[config.mk]
export PLATFORM = sky130hd
export DESIGN_NAME = fifo_wr_arbiter_flat
export DESIGN_NICKNAME = d
export VERILOG_FILES = /design/src/rtl/fifo_wr_arbiter_if.sv /design/src/rtl/fifo_wr_arbiter.sv /design/src/flat_wrapper.sv
export SDC_FILE = /design/constraint.sdc
export NUM_CORES = 1
export LEC_CHECK = 0
export ABC_AREA = 1
export BUFFER_PORTS_ARGS = -buffer_cell sky130_fd_sc_hd__buf_2
export CAP_MARGIN = 20
export CORE_MARGIN = 5
export CORE_UTILIZATION = 35
export CTS_CLUSTER_SIZE = 16
export DETAILED_ROUTE_END_ITERATION = 8
export PLACE_DENSITY = 0.66
export SYNTH_ARGS = -nofsm -noshare
export SYNTH_HDL_FRONTEND = slang
export SYNTH_SLANG_ARGS = --single-unit
[constraint.sdc]
create_clock -name clk -period 1.5 [get_ports clk]
set_input_delay 0.075 -clock clk [delete_from_list [all_inputs] [get_ports clk]]
set_output_delay 0.075 -clock clk [all_outputs]
set_load 0.01 [all_outputs]
[src/rtl/fifo_wr_arbiter_if.sv]
// fifo_wr_arbiter_if: ALU/RF requester handshakes plus the async-FIFO write side.
interface fifo_wr_arbiter_if #(parameter int DATA_WIDTH = 8);
  logic [2*DATA_WIDTH-1:0] alu_out;
  logic                    alu_vld;
  logic                    alu_rdy;
  logic [DATA_WIDTH-1:0]   rf_rd_data;
  logic                    rf_vld;
  logic                    rf_rdy;
  logic                    fifo_full;
  logic [DATA_WIDTH-1:0]   wr_data;
  logic                    w_inc;
  logic                    busy;
  logic [7:0]              wr_cnt;
  modport master(
    output alu_out, alu_vld, rf_rd_data, rf_vld, fifo_full,
    input  alu_rdy, rf_rdy, wr_data, w_inc, busy, wr_cnt
  );
  modport slave(
    input  alu_out, alu_vld, rf_rd_data, rf_vld, fifo_full,
    output alu_rdy, rf_rdy, wr_data, w_inc, busy, wr_cnt
  );
endinterface

[src/rtl/fifo_wr_arbiter.sv]
// fifo_wr_arbiter: arbitrates ALU/RF results into byte writes on an async FIFO.
// FIFO_ARB_RR_EN selects round-robin tie-break; default is fixed ALU priority.
module fifo_wr_arbiter #(
  parameter int DATA_WIDTH = 8
) (
  input logic              clk,
  input logic              rst_n,
  fifo_wr_arbiter_if.slave bus
);
  typedef enum logic [1:0] {IDLE, WR_LO, WR_HI} state_t;
  state_t                  state, next;
  logic [2*DATA_WIDTH-1:0] hold;
  logic                    is_alu;
  logic                    prefer_alu;
  logic                    grant_alu;
  logic                    grant_rf;
  logic                    w_inc;
  logic [7:0]              wr_cnt;
`ifdef FIFO_ARB_RR_EN
  logic last_alu;
  always_ff @(posedge clk or negedge rst_n)
    if (!rst_n) last_alu <= 1'b1;
    else if (grant_alu || grant_rf) last_alu <= grant_alu;
  assign prefer_alu = !last_alu;
`else
  assign prefer_alu = 1'b1;
`endif
  always_ff @(posedge clk or negedge rst_n)
    if (!rst_n) state <= IDLE;
    else state <= next;
  always_comb
    next = state == IDLE ? ((grant_alu || grant_rf) ? WR_LO : IDLE)
         : !w_inc ? state
         : (state == WR_LO && is_alu) ? WR_HI : IDLE;
  // rst_n gates the grants so RDY stays low while reset is asserted
  always_comb begin
    grant_alu = rst_n && state == IDLE && bus.alu_vld && (prefer_alu || !bus.rf_vld);
    grant_rf  = rst_n && state == IDLE && bus.rf_vld && !grant_alu;
    w_inc     = state != IDLE && !bus.fifo_full;
  end
  always_ff @(posedge clk or negedge rst_n)
    if (!rst_n) begin
      hold   <= '0;
      is_alu <= 1'b0;
      wr_cnt <= '0;
    end else begin
      if (grant_alu || grant_rf) begin
        hold   <= grant_alu ? bus.alu_out : {{DATA_WIDTH{1'b0}}, bus.rf_rd_data};
        is_alu <= grant_alu;
      end
      if (w_inc) wr_cnt <= wr_cnt + 8'd1;
    end
  assign bus.alu_rdy = grant_alu;
  assign bus.rf_rdy  = grant_rf;
  assign bus.w_inc   = w_inc;
  assign bus.busy    = state != IDLE;
  assign bus.wr_cnt  = wr_cnt;
  assign bus.wr_data = state == WR_HI ? hold[2*DATA_WIDTH-1:DATA_WIDTH] : hold[DATA_WIDTH-1:0];
endmodule

[src/flat_wrapper.sv]
// flat-port wrapper written by rule: the top's interface ports become plain ports
module fifo_wr_arbiter_flat 
#(
  parameter int DATA_WIDTH = 8
)
  (clk, rst_n, bus_alu_out, bus_alu_vld, bus_rf_rd_data, bus_rf_vld, bus_fifo_full, bus_alu_rdy, bus_rf_rdy, bus_wr_data, bus_w_inc, bus_busy, bus_wr_cnt);
  fifo_wr_arbiter_if #(.DATA_WIDTH(DATA_WIDTH)) bus_i ();
  input logic clk;
  input logic rst_n;
  input wire logic [$bits(bus_i.alu_out)-1:0] bus_alu_out;
  input wire logic [$bits(bus_i.alu_vld)-1:0] bus_alu_vld;
  input wire logic [$bits(bus_i.rf_rd_data)-1:0] bus_rf_rd_data;
  input wire logic [$bits(bus_i.rf_vld)-1:0] bus_rf_vld;
  input wire logic [$bits(bus_i.fifo_full)-1:0] bus_fifo_full;
  output wire logic [$bits(bus_i.alu_rdy)-1:0] bus_alu_rdy;
  output wire logic [$bits(bus_i.rf_rdy)-1:0] bus_rf_rdy;
  output wire logic [$bits(bus_i.wr_data)-1:0] bus_wr_data;
  output wire logic [$bits(bus_i.w_inc)-1:0] bus_w_inc;
  output wire logic [$bits(bus_i.busy)-1:0] bus_busy;
  output wire logic [$bits(bus_i.wr_cnt)-1:0] bus_wr_cnt;
  assign bus_i.alu_out = bus_alu_out;
  assign bus_i.alu_vld = bus_alu_vld;
  assign bus_i.rf_rd_data = bus_rf_rd_data;
  assign bus_i.rf_vld = bus_rf_vld;
  assign bus_i.fifo_full = bus_fifo_full;
  assign bus_alu_rdy = bus_i.alu_rdy;
  assign bus_rf_rdy = bus_i.rf_rdy;
  assign bus_wr_data = bus_i.wr_data;
  assign bus_w_inc = bus_i.w_inc;
  assign bus_busy = bus_i.busy;
  assign bus_wr_cnt = bus_i.wr_cnt;
  fifo_wr_arbiter #(.DATA_WIDTH(DATA_WIDTH)) u_core (.clk(clk), .rst_n(rst_n), .bus(bus_i));
endmodule
=== Word-level counts from Yosys, hierarchy flattened ===
Index checks and enable logic that the tools add are counted.

* Register bits: 27
* Input bits: 29
* Output and inout bits: 20
* Logic and storage cells: 25

* $add $sub $neg: 1
* Equality and inequality tests: 2
* Mux-type cells: 6
* Reductions and logical operators: 12

{| class="wikitable"
|+ Operator list
! operator !! count
|-
| 16-bit 2-to-1 mux || 1
|-
| 8-bit by 1-bit adder with 8-bit output (second input constant) || 1
|-
| 8-bit 2-to-1 mux || 1
|-
| 1-bit logical AND || 6
|-
| 2-bit 2-to-1 mux || 3
|-
| 2-bit nonzero test || 2
|-
| 2-bit by 1-bit equality test with 1-bit output (second input constant) || 1
|-
| 2-bit equality test (second input constant) || 1
|-
| 1-bit logical NOT || 2
|-
| 2-bit logical NOT || 1
|-
| 1-bit logical OR || 1
|-
| 1-bit 2-to-1 mux || 1
|}

=== Logic depth before layout (Yosys ltp) ===
* Depth after elaboration: 8
* Mapped depth: 7
* Mapped depth without buffers: 6

=== Worst setup path before layout ===
Ideal clock, no wire load.

* Path kind: reg2reg
* From: register u_core.state[1]
* To: register u_core.hold[12]
* Library setup time: 0.126 ns
* Arrival time: 1.056 ns
* Slack: 0.318 ns
* Cell stages (with the launch flop): 7
* Clock period less this slack: 1.182 ns
* Cell sequence: dfrtp_1 > nor2_2 > buf_6 > nand3_4 > nand2_4 > buf_8 > o21ai_0

* Word-level cells in the longest chain between the ends: 6

{| class="wikitable"
|+ Ends and longest elaborated chain
! item !! line !! RTL
|-
| start, declared || fifo_wr_arbiter.sv:11 || <nowiki>state_t state, next;</nowiki>
|-
| start signal, assigned || fifo_wr_arbiter.sv:30 || <nowiki>else state <= next;</nowiki>
|-
| 2-bit logical NOT * || fifo_wr_arbiter.sv:37, fifo_wr_arbiter.sv:38 ||
|-
| 1-bit logical AND * || fifo_wr_arbiter.sv:37, fifo_wr_arbiter.sv:38 ||
|-
| 1-bit logical AND || fifo_wr_arbiter.sv:37 || <nowiki>grant_alu = rst_n && state == IDLE && bus.alu_vld && (prefer_alu || !bus.rf_vld);</nowiki>
|-
| 1-bit logical NOT || fifo_wr_arbiter.sv:38 || <nowiki>grant_rf = rst_n && state == IDLE && bus.rf_vld && !grant_alu;</nowiki>
|-
| 1-bit logical AND || fifo_wr_arbiter.sv:38 ||
|-
| 1-bit logical OR || fifo_wr_arbiter.sv:47 || <nowiki>if (grant_alu || grant_rf) begin</nowiki>
|-
| end signal, assigned || fifo_wr_arbiter.sv:48 || <nowiki>hold <= grant_alu ? bus.alu_out : {{DATA_WIDTH{1'b0}}, bus.rf_rd_data};</nowiki>
|-
| end, declared || fifo_wr_arbiter.sv:12 || <nowiki>logic [2*DATA_WIDTH-1:0] hold;</nowiki>
|}

Every way passes the cells marked *; elsewhere a longest branch is shown, timed or not.
A chain may end at the register's enable or synchronous reset.

=== Worst setup path after layout ===
* From: register u_core.state[0]
* To: output port bus_rf_rdy

* Word-level cells in the longest chain between the ends: 5

{| class="wikitable"
|+ Ends and longest elaborated chain
! item !! line !! RTL
|-
| 2-bit logical NOT * || fifo_wr_arbiter.sv:37, fifo_wr_arbiter.sv:38 ||
|-
| 1-bit logical AND * || fifo_wr_arbiter.sv:37, fifo_wr_arbiter.sv:38 ||
|-
| 1-bit logical AND || fifo_wr_arbiter.sv:37 ||
|-
| 1-bit logical NOT || fifo_wr_arbiter.sv:38 ||
|-
| 1-bit logical AND * || fifo_wr_arbiter.sv:38 ||
|-
| end, declared || flat_wrapper.sv:16 || <nowiki>output wire logic [$bits(bus_i.rf_rdy)-1:0] bus_rf_rdy;</nowiki>
|}

Marks and branches as above.

==> impl_metrics.prom <==
# TYPE chip_impl_metric gauge
chip_impl_info{name="run_status",value="finished clean"} 1
chip_impl_info{name="critical_path.reg2reg.startpoint",value="u_core.state[0]$_DFFE_PN0P_"} 1
chip_impl_metric{name="sequentialPowerShare",unit=""} 0.418
chip_impl_info{name="yosys.area.top_type",value="sky130_fd_sc_hd__dfrtp_1"} 1
chip_impl_info{name="endpoint",value="bus_rf_rdy"} 1
chip_impl_metric{name="drc_errors",unit=""} 0
chip_impl_info{name="cts_tree",value="built"} 1
chip_impl_metric{name="wire_per_inst",unit="um"} 11.5
chip_impl_metric{name="placement.io_buffers",unit=""} 48
chip_impl_info{name="r2r_end",value="u_core.hold[6]$_DFFE_PN0P_"} 1
chip_impl_info{name="setup.worst_path.class",value="reg -> out"} 1
chip_impl_metric{name="cts_setup_buffers",unit=""} 0
chip_impl_metric{name="synth-seq-cells",unit=""} 27
chip_impl_metric{name="cp_max_fo",unit=""} 4
chip_impl_metric{name="power.density",unit="nW/um^2"} 1690
chip_impl_metric{name="clock_skew",unit="ns"} 0.00207
chip_impl_metric{name="die_w",unit="um"} 74.8
chip_impl_metric{name="grt_antenna_before_repair",unit=""} 0
chip_impl_metric{name="max-clock-path-buffers",unit=""} 2
chip_impl_metric{name="placement_rows",unit=""} 23
chip_impl_metric{name="initial_core_util",unit=""} 0.365
chip_impl_metric{name="diodes",unit=""} 0
chip_impl_metric{name="fin_cells",unit=""} 291
chip_impl_metric{name="layout_worst_path_cycle_share",unit=""} 0.943
chip_impl_info{name="source_of_the_critical_timing_path",value="u_core.state[0]$_DFFE_PN0P_"} 1
chip_impl_metric{name="finalNetCount",unit=""} 272
chip_impl_metric{name="design.core.area",unit="um^2"} 4030
chip_impl_metric{name="timing.max_slew.rel_slack",unit=""} 0.722
chip_impl_metric{name="detail_route.first_pass.iterations",unit=""} 4
chip_impl_metric{name="cts.reportedPaths.clkPinSlew",unit="ns"} 0.09
chip_impl_metric{name="reg2reg_depth",unit=""} 7
chip_impl_metric{name="timing.reg2reg.setup_slack",unit="ns"} 0.13
chip_impl_metric{name="finalCriticalPeriod",unit="ns"} 1.41
chip_impl_metric{name="die_height",unit="um"} 74.8
chip_impl_metric{name="post_synth_inst_count",unit=""} 190
chip_impl_metric{name="cts.htree.levels",unit=""} 1
chip_impl_info{name="cts_root_buf",value="sky130_fd_sc_hd__clkbuf_8"} 1
chip_impl_info{name="hold_path_class",value="in -> reg"} 1
chip_impl_metric{name="internal_power",unit="mW"} 1.78
chip_impl_metric{name="track_usage",unit=""} 0.134
chip_impl_metric{name="area.growth.synth_to_final",unit="%"} 23.7
chip_impl_metric{name="clkLatencyLatePin",unit="ns"} 0.27
chip_impl_info{name="critPathLaunchType",value="flip-flop"} 1
chip_impl_metric{name="tightest_slew",unit="ns"} 0.417
chip_impl_metric{name="die_area",unit="um^2"} 5600
chip_impl_metric{name="grt_pass1_wl",unit="mm"} 5.79
chip_impl_metric{name="syn-cell-area",unit="um^2"} 1470
chip_impl_metric{name="final_hold_viol_count",unit=""} 0
chip_impl_metric{name="first_iter_violations",unit=""} 52
chip_impl_metric{name="finalSetupViolCount",unit=""} 0
chip_impl_metric{name="first_global_vias",unit=""} 1240
chip_impl_metric{name="max_freq",unit="MHz"} 707
chip_impl_metric{name="total_via_count_after_detailed_routing",unit=""} 1283
chip_impl_metric{name="critPathArrivalTime",unit="ns"} 1.34
chip_impl_metric{name="yosys_warnings",unit=""} 0
chip_impl_metric{name="combPwrFrac",unit=""} 0.447
chip_impl_metric{name="total_leakage_power",unit="nW"} 1.03
chip_impl_metric{name="synth_cell_types",unit=""} 21
chip_impl_metric{name="synth_top_area_frac",unit=""} 0.460
chip_impl_metric{name="final-max-slew-violation-count",unit=""} 0
chip_impl_metric{name="switchingPower",unit="mW"} 1.30
chip_impl_info{name="cp-end-kind",value="primary output"} 1
chip_impl_metric{name="synthesis.area_per_instance",unit="um^2"} 7.74
chip_impl_metric{name="tritoncts_num_sinks",unit=""} 27
chip_impl_metric{name="io_pins",unit=""} 49
chip_impl_metric{name="timing.max_cap.violations",unit=""} 0
chip_impl_metric{name="total_routed_wirelength",unit="mm"} 3.33
chip_impl_metric{name="sum_of_negative_setup_slack",unit="ns"} 0
chip_impl_metric{name="global_route.overflow_total",unit=""} 0
chip_impl_metric{name="cts_inserted_buffers",unit=""} 3
chip_impl_metric{name="switching_share",unit=""} 0.422
chip_impl_metric{name="ir_drop",unit="V"} 0.000605
chip_impl_metric{name="share_of_layout_cells_above_drive_strength_1",unit=""} 0.270
chip_impl_metric{name="numPlacedInstances",unit=""} 286
chip_impl_metric{name="clockPowerShare",unit=""} 0.136
chip_impl_metric{name="antenna_left",unit=""} 0
chip_impl_info{name="rsz0062_at_grt",value="no"} 1
chip_impl_metric{name="avgViaCountPerCell",unit=""} 4.41
chip_impl_metric{name="seq_area_frac_synth",unit=""} 0.460
chip_impl_metric{name="postSynthNetCount",unit=""} 220
chip_impl_metric{name="grt_start_max_net_pins",unit=""} 36
chip_impl_metric{name="hpwlAfterDp",unit="mm"} 2.56
chip_impl_metric{name="crit_required",unit="ns"} 1.42
chip_impl_metric{name="routabilityCongestion",unit=""} 0.793
chip_impl_info{name="synth.area.top_cells",value="sky130_fd_sc_hd__dfrtp_1 46%, sky130_fd_sc_hd__nand2_1 15%, sky130_fd_sc_hd__inv_1 9.2%, sky130_fd_sc_hd__o21ai_0 6.5%, sky130_fd_sc_hd__nand3_1 4.8%"} 1
==> sequential cells by signal (all words and copies together) (netlist names) <==
name,cells
u_core.hold,16
u_core.is_alu,1
u_core.bus.wr_cnt,8
u_core.state,2
==> repair_timing <==
action / 4_1_cts / 5_1_grt
setup endpoints to repair: 9 / 16
pin swaps: 0 / 1
hold endpoints to repair: 27 / 0
hold buffers: 1 / 0
resized for setup: 3 / 6
==> cell usage after synthesis <==
cell,instances
sky130_fd_sc_hd__nand2_1,57
sky130_fd_sc_hd__inv_1,36
sky130_fd_sc_hd__dfrtp_1,27
sky130_fd_sc_hd__o21ai_0,19
sky130_fd_sc_hd__nand3_1,14
sky130_fd_sc_hd__nand4_1,11
sky130_fd_sc_hd__nor2_1,7
sky130_fd_sc_hd__buf_2,2
sky130_fd_sc_hd__clkbuf_8,2
sky130_fd_sc_hd__inv_2,2
sky130_fd_sc_hd__nor3_1,2
sky130_fd_sc_hd__xor2_1,2
sky130_fd_sc_hd__buf_6,1
sky130_fd_sc_hd__buf_8,1
sky130_fd_sc_hd__ha_1,1
sky130_fd_sc_hd__nand2_4,1
sky130_fd_sc_hd__nand3_2,1
sky130_fd_sc_hd__nand3_4,1
sky130_fd_sc_hd__nor2_2,1
sky130_fd_sc_hd__nor2_8,1
sky130_fd_sc_hd__xnor2_1,1
==> metrics by stage <==
stage / power, mW / setup slack, ns / util / area (um^2) / hold WS (ns)
2_1_floorplan: 2.16 / 0.318 / - / 1470 / -0.221
3_3_place_gp: 2.61 / 0.203 / 0.432 / 1740 / 0.223
3_5_place_dp: 2.64 / 0.152 / 0.432 / 1740 / 0.224
4_1_cts: 3.08 / 0.0202 / 0.449 / 1810 / 0.00113
5_1_grt: 3.37 / 0.0103 / 0.452 / 1820 / 0.00573
6_report: 3.08 / 0.0858 / 0.452 / 1820 / 0.00677
==> how the worst min path moves through the flow <==
| stage | start | end | slack, ns | depth (start not counted) |
|---|---|---|---|---|
| after global placement | rst_n | u_core.hold[13]$_DFFE_PN0P_ | 0.22 | 2 |
| final | bus_alu_out[10] | u_core.hold[10]$_DFFE_PN0P_ | 0.007 | 3 |
| after detailed placement | rst_n | u_core.hold[12]$_DFFE_PN0P_ | 0.22 | 2 |
| after floorplan | rst_n | u_core.bus.wr_cnt[0]$_DFFE_PN0P_ | -0.22 | 0 |
| after global routing | bus_alu_out[9] | u_core.hold[9]$_DFFE_PN0P_ | 0.006 | 3 |
| after CTS | bus_alu_out[10] | u_core.hold[10]$_DFFE_PN0P_ | 0.001 | 3 |
==> worst max-delay path, cell delays in order (launching register included) <==
cell and delay, ns:
sky130_fd_sc_hd__dfrtp_1 0.43, sky130_fd_sc_hd__nor2_4 0.17, sky130_fd_sc_hd__buf_4 0.16, sky130_fd_sc_hd__nand3_4 0.08, sky130_fd_sc_hd__nor2_1 0.09, sky130_fd_sc_hd__buf_2 0.13
==> layout make-up <==
class	instances	area [um^2]
clock buffer	3	41.3
clock inverter	1	5.00
fill	436	2210
inverter	38	145
multi-input combinational	119	608
sequential	27	677
tap	50	62.6
timing repair buffer	53	280
==> logic make-up after synthesis <==
kind of cell,Yosys count,share of synthesized area
buf+inv,44,0.140
simple gates,96,0.309
flops,27,0.460
compound gates,19,0.0647
fa+ha+maj,1,0.00851
xor+xnor,3,0.0179
==> layout by cell type (no fill, tap or decap), drive strengths merged <==
cell / n
buf: 52
clkbuf: 3
clkinv: 1
dfrtp: 27
dlygate4sd3: 1
ha: 1
inv: 38
nand2: 58
nand3: 16
nand4: 11
nor2: 9
nor3: 2
o21ai: 19
xnor2: 1
xor2: 2
==> power by group through the flow <==
stage          Combinational [mW]  Clock, mW  Sequential [mW]
6_report                     1.37      0.417             1.28
4_1_cts                      1.38      0.434             1.27
2_1_floorplan               0.885          0             1.27
5_1_grt                      1.58      0.462             1.33
3_5_place_dp                 1.35          0             1.28
3_3_place_gp                 1.33          0             1.28
==> metal layers <==
layer	vias up	global-route usage	share of wire	routed length [um]
met1	565	0.191	0.48	1620
met2	21	0.203	0.46	1520
li1	695	-	-	-
met4	0	0.0534	0.012	40
met5	-	0	0	0
met3	2	0.0214	0.046	153
Note: power is estimated with default switching activity, not from simulation.
